<file path="config.mk">
export PLATFORM = sky130hd
export DESIGN_NAME = uart_tx_arbiter
export DESIGN_NICKNAME = d
export VERILOG_FILES = /design/src/rtl/uart_tx_arbiter.sv
export SDC_FILE = /design/constraint.sdc
export NUM_CORES = 1
export LEC_CHECK = 0
export BUFFER_PORTS_ARGS = -buffer_cell sky130_fd_sc_hd__buf_2
export CAP_MARGIN = 25
export CORE_MARGIN = 2
export CORE_UTILIZATION = 45
export CTS_CLUSTER_SIZE = 14
export DETAILED_ROUTE_END_ITERATION = 10
export PLACE_DENSITY = 0.85
export SLEW_MARGIN = 15
export SYNTH_ARGS = -nofsm -noshare
export SYNTH_HDL_FRONTEND = slang
export SYNTH_SLANG_ARGS = --single-unit
export TNS_END_PERCENT = 10
</file>
<file path="constraint.sdc">
create_clock -name clk -period 1.68 [get_ports clk]
set_input_delay 0 -clock clk [delete_from_list [all_inputs] [get_ports clk]]
set_output_delay 0 -clock clk [all_outputs]
set_load 0.02 [all_outputs]
</file>
<file path="src/rtl/uart_tx_arbiter.sv">
// Round-robin arbiter that multiplexes several source FIFOs onto one UART
// transmitter and forwards up to BURST_LENGTH words per grant.
module uart_tx_arbiter #(
  parameter int unsigned NUM_CHANNELS = 32'd4,
  parameter int unsigned WORD_WIDTH   = 32'd8,
  parameter int unsigned BURST_LENGTH = 32'd2
) (
  input  logic                               clk,
  input  logic                               rst,
  input  logic [NUM_CHANNELS*WORD_WIDTH-1:0] src_din,
  input  logic [NUM_CHANNELS-1:0]            src_empty,
  output logic [NUM_CHANNELS-1:0]            src_re,
  output logic [WORD_WIDTH-1:0]              din,
  output logic                               empty,
  input  logic                               re,
  output logic [((NUM_CHANNELS > 1) ? $clog2(NUM_CHANNELS) : 1)-1:0] grant_id,
  output logic                               grant_valid
);

  localparam int unsigned GID_W = (NUM_CHANNELS > 1) ? $clog2(NUM_CHANNELS) : 1;
  localparam int unsigned CNT_W = $clog2(BURST_LENGTH + 1);
  localparam logic [CNT_W-1:0] BURST_MAX = CNT_W'(BURST_LENGTH);
  localparam logic [GID_W-1:0] LAST_CH   = GID_W'(NUM_CHANNELS - 1);

  typedef enum logic [2:0] {
    S_IDLE,
    S_FETCH,
    S_CAPTURE,
    S_OFFER,
    S_DRAIN
  } state_t;

  state_t                r_state;
  state_t                w_next_state;
  logic [GID_W-1:0]      r_grant_id;
  logic [GID_W-1:0]      r_last_grant;
  logic [GID_W-1:0]      w_rr_pick;
  logic                  w_rr_found;
  logic [CNT_W-1:0]      r_word_count;
  logic [WORD_WIDTH-1:0] r_word;
  logic [WORD_WIDTH-1:0] w_chan_din [NUM_CHANNELS];
  logic                  w_granted_ready;
  logic                  w_burst_more;

  for (genvar k = 0; k < NUM_CHANNELS; k++) begin : g_unpack
    assign w_chan_din[k] = src_din[k*WORD_WIDTH +: WORD_WIDTH];
  end

  assign w_granted_ready = ~src_empty[r_grant_id];
  assign w_burst_more    = (r_word_count < BURST_MAX) && w_granted_ready;

  // First non-empty channel scanning upward from the one after the last grant.
  always_comb begin
    int unsigned cand;
    cand       = '0;
    w_rr_found = 1'b0;
    w_rr_pick  = '0;
    for (int unsigned i = 1; i <= NUM_CHANNELS; i++) begin
      cand = 32'(r_last_grant) + i;
      if (cand >= NUM_CHANNELS) begin
        cand = cand - NUM_CHANNELS;
      end
      if (!w_rr_found && !src_empty[cand[GID_W-1:0]]) begin
        w_rr_found = 1'b1;
        w_rr_pick  = cand[GID_W-1:0];
      end
    end
  end

  always_comb begin
    w_next_state = r_state;
    src_re       = '0;
    case (r_state)
      S_IDLE: begin
        if (w_rr_found) begin
          w_next_state = S_FETCH;
        end
      end
      S_FETCH: begin
        if (w_granted_ready) begin
          w_next_state       = S_CAPTURE;
          src_re[r_grant_id] = ~rst;
        end else begin
          w_next_state = S_IDLE;
        end
      end
      S_CAPTURE: w_next_state = S_OFFER;
      S_OFFER: begin
        if (re) begin
          w_next_state = S_DRAIN;
        end
      end
      S_DRAIN:   w_next_state = w_burst_more ? S_FETCH : S_IDLE;
      default:   w_next_state = S_IDLE;
    endcase
    if (rst) begin
      w_next_state = S_IDLE;
    end
  end

  // A word held in S_OFFER at reset is simply dropped; the FIFO already gave it up.
  always_ff @(posedge clk) begin
    if (rst) begin
      r_state      <= S_IDLE;
      r_grant_id   <= '0;
      r_last_grant <= LAST_CH;
      r_word_count <= '0;
      r_word       <= '0;
    end else begin
      r_state <= w_next_state;
      case (r_state)
        S_IDLE: begin
          if (w_rr_found) begin
            r_grant_id   <= w_rr_pick;
            r_word_count <= '0;
          end
        end
        S_FETCH: begin
          if (!w_granted_ready) begin
            r_last_grant <= r_grant_id;
          end
        end
        S_CAPTURE: r_word <= w_chan_din[r_grant_id];
        S_OFFER: begin
          if (re) begin
            r_word_count <= r_word_count + CNT_W'(1);
          end
        end
        S_DRAIN: begin
          if (!w_burst_more) begin
            r_last_grant <= r_grant_id;
          end
        end
        default: ;
      endcase
    end
  end

  assign din         = r_word;
  assign empty       = (r_state != S_OFFER);
  assign grant_valid = (r_state != S_IDLE);
  assign grant_id    = r_grant_id;

endmodule

</file>
==> flow_summary.toml <==
[status]
run_status = "finished, violations left"
violations = "setup timing"

[placed_design]
dp_hpwl_mm = 2.12
io_buffer_count = 54
place.gp.congestion = 0.840
placed_cells = 198
place_ws_ps = 102

[die]
initial_core_util_pct = 48.5
pin_count = 55
rows = 17
die_h_um = 53.5
core_um2 = 2280
die-area_um2 = 2860
die_x_um = 53.5

[clock_network]
clkTransAtPathRegs_ps = 100
cts_buffer_depth = 2
cts_made_buffers = 3
cts.htree.levels = 1
worstSkewPairLatency_ps = 290
cts_tree = "yes"
postCtsSetupRepairBufs = 0
clkSinkCount = 17
cts_root_buf = "clkbuf_4"
postCtsHoldBufs = 0

[setup_path]
cp_slowest_stage_delay_ps = 560
worstPathRequired_ps = 1680
worstSetupPathType = "reg -> out"
cp.buffers_inverters = 1
crit_family = "multiplexers"
path_cells = "mux4_2 > nor4_4 > nor3b_4 > buf_6"
startpoint_type = "register"
crit_slowest_cell = "mux4_2"
end_kind = "output pin"
crit_arrival_ps = 1870
cp_max_fo = 4

[sta]
period_share_pct = 112
layout_min_cycle_time_ps = 1870
worst_pin_slew_ps = 511
rsz0062_at_grt = "true"
hold_viol = 0
drv_slew = 0
finalHoldWorstSlack_ps = 14.8
fin_ws_ps = -193
setup_viol = 4
max_slew_margin_pct = 65.8
skew_ps = 7.67
fmax_ghz = 0.534

[logic_synthesis]
syn-num-nets = 160
synth_area_um2 = 1100
synth_ff_type = "dfxtp_1"
syn_avg_cell_area_um2 = 9.12
synth_async_sr_flop_share_pct = 0
synth_edf_count = 0
synthTopCellsByCount = "nand2_1, dfxtp_1, a21oi_1"
synth.ff_latch_count = 17
yosys_warnings = 0
yosysTopAreaCell = "dfxtp_1"
yosysMostFrequentCell = "nand2_1"
synth_area_leaders = "dfxtp_1, mux4_2, mux4_1"
synth_top_cell_area_share_pct = 30.8
synth_cells = 121
synth_cell_types = 34
yosysSeqAreaShare_pct = 30.8

[pwr]
p_clk_share_pct = 20.5
power_density_nw_per_um2 = 733
swShare_pct = 33.3
pwr-share-seq_pct = 44.2
p_sw_mw = 0.354
internal_power_mw = 0.710
peakVddDrop_mv = 0.450
combPwrFrac_pct = 35.3
cellLeakagePower_nw = 0.643

[routing]
wl_per_cell_um = 13.8
antenna_left = 0
drc = 0
drt-initial-drc-count = 23
vias = 1119
via_per_inst = 5.54
firstDrtPassIters = 4
wl_mm = 2.79

[final_layout]
diodes = 0
area_delta_synth_final_pct = 31.6
drive_above_1_share_pct = 42.5
fin_nets = 214
layoutNonFillerInstCount = 202
fill_cells = 187

[global_routing]
grt_pass1_vias = 991
antenna_found_initial = 0
grt_pass1_wl_mm = 4.23
grtUsageTotal_pct = 20.6
grt_max_degree = 21
overflow = 0

[flow_run]
maxCapViolations = 0

[worst_hold_path]
hp-class = "in -> reg"
-- cell families after synthesis --
group           after synthesis  share of synthesized area, %
mux                          14                          24.3
simple gates                 53                          26.0
flops                        17                          30.8
buf+inv                      13                          5.44
compound gates               24                          13.5
-- placed cells by master (no fill, tap or decap), types with 2 or more instances in the layout --
cell / Yosys / final
a21oi_1: 14 / 14
a2bb2oi_1: 2 / 2
buf_2: 3 / 50
buf_4: 0 / 7
buf_6: 1 / 2
clkbuf_4: 0 / 3
dfxtp_1: 17 / 16
inv_1: 3 / 3
mux2i_1: 5 / 5
mux4_1: 4 / 4
mux4_2: 5 / 5
nand2_1: 21 / 21
nand2b_1: 2 / 2
nand3b_1: 2 / 2
nor2_1: 11 / 10
nor3_1: 5 / 5
o21ai_0: 2 / 2
-- tightest hold or removal path, stage by stage --
cell,delay [ps]
buf_2,130
nand2_1,60
a311oi_1,80
-- per-layer routing --
metal  track usage, %  vias up  part of all wire (%)
met3             4.52        4                   9.2
met1             22.1      507                    41
met2             38.7       54                    49
li1                 -      554                     -
met4             7.69        0                  0.75
met5                0        -                     0
-- registers in the layout, summed over array words and instances (netlist names) --
name	cells
r_last_grant	2
r_word_count	2
r_state	3
din	8
grant_id	2
-- stage by stage --
stage                     power [mW]  cell area, um^2  TNS, ps  util [%]
after floorplan                0.736             1110        0         -
after global placement         0.837             1410        0      61.8
after detailed placement       0.853             1410        0      61.8
after CTS                       1.08             1450     -697      63.7
after global routing            1.13             1450    -1130      63.8
final                           1.06             1450     -647      63.8
-- worst paths after layout --
path,start,to,slack [ps],depth (start not counted)
max,grant_id[0],src_re[0],-190,4
min,src_empty[0],grant_id[0],10,3
max reg2reg,grant_id[0],r_last_grant[0],70,5
min reg2reg,din[4],din[4],460,2
-- timing repair --
item | CTS | global route
endpoints found under the setup margin | 4 | 6
gates resized for setup | 5 | 1
pin swaps | 1 | 1
-- power by group through the flow --
stage               registers (mW)  clock network, mW  logic [mW]
floorplan                    0.482                  0       0.254
global placement             0.475                  0       0.361
detailed placement           0.479                  0       0.374
CTS                          0.469              0.228       0.379
global route                 0.476              0.242       0.409
finish                       0.470              0.218       0.376
-- cell type report --
type | instances | area, um^2 | share of cell area (%)
repair buffers | 59 | 325 | 22.4
well taps | 28 | 35.0 | 2.41
flip-flops and latches | 17 | 342 | 23.5
clock buffers | 3 | 22.5 | 1.55
clock inverters | 1 | 5.00 | 0.345
inverters | 3 | 11.3 | 0.775
multi-input cells | 91 | 712 | 49.0
Power figures use the tool's default switching activity.
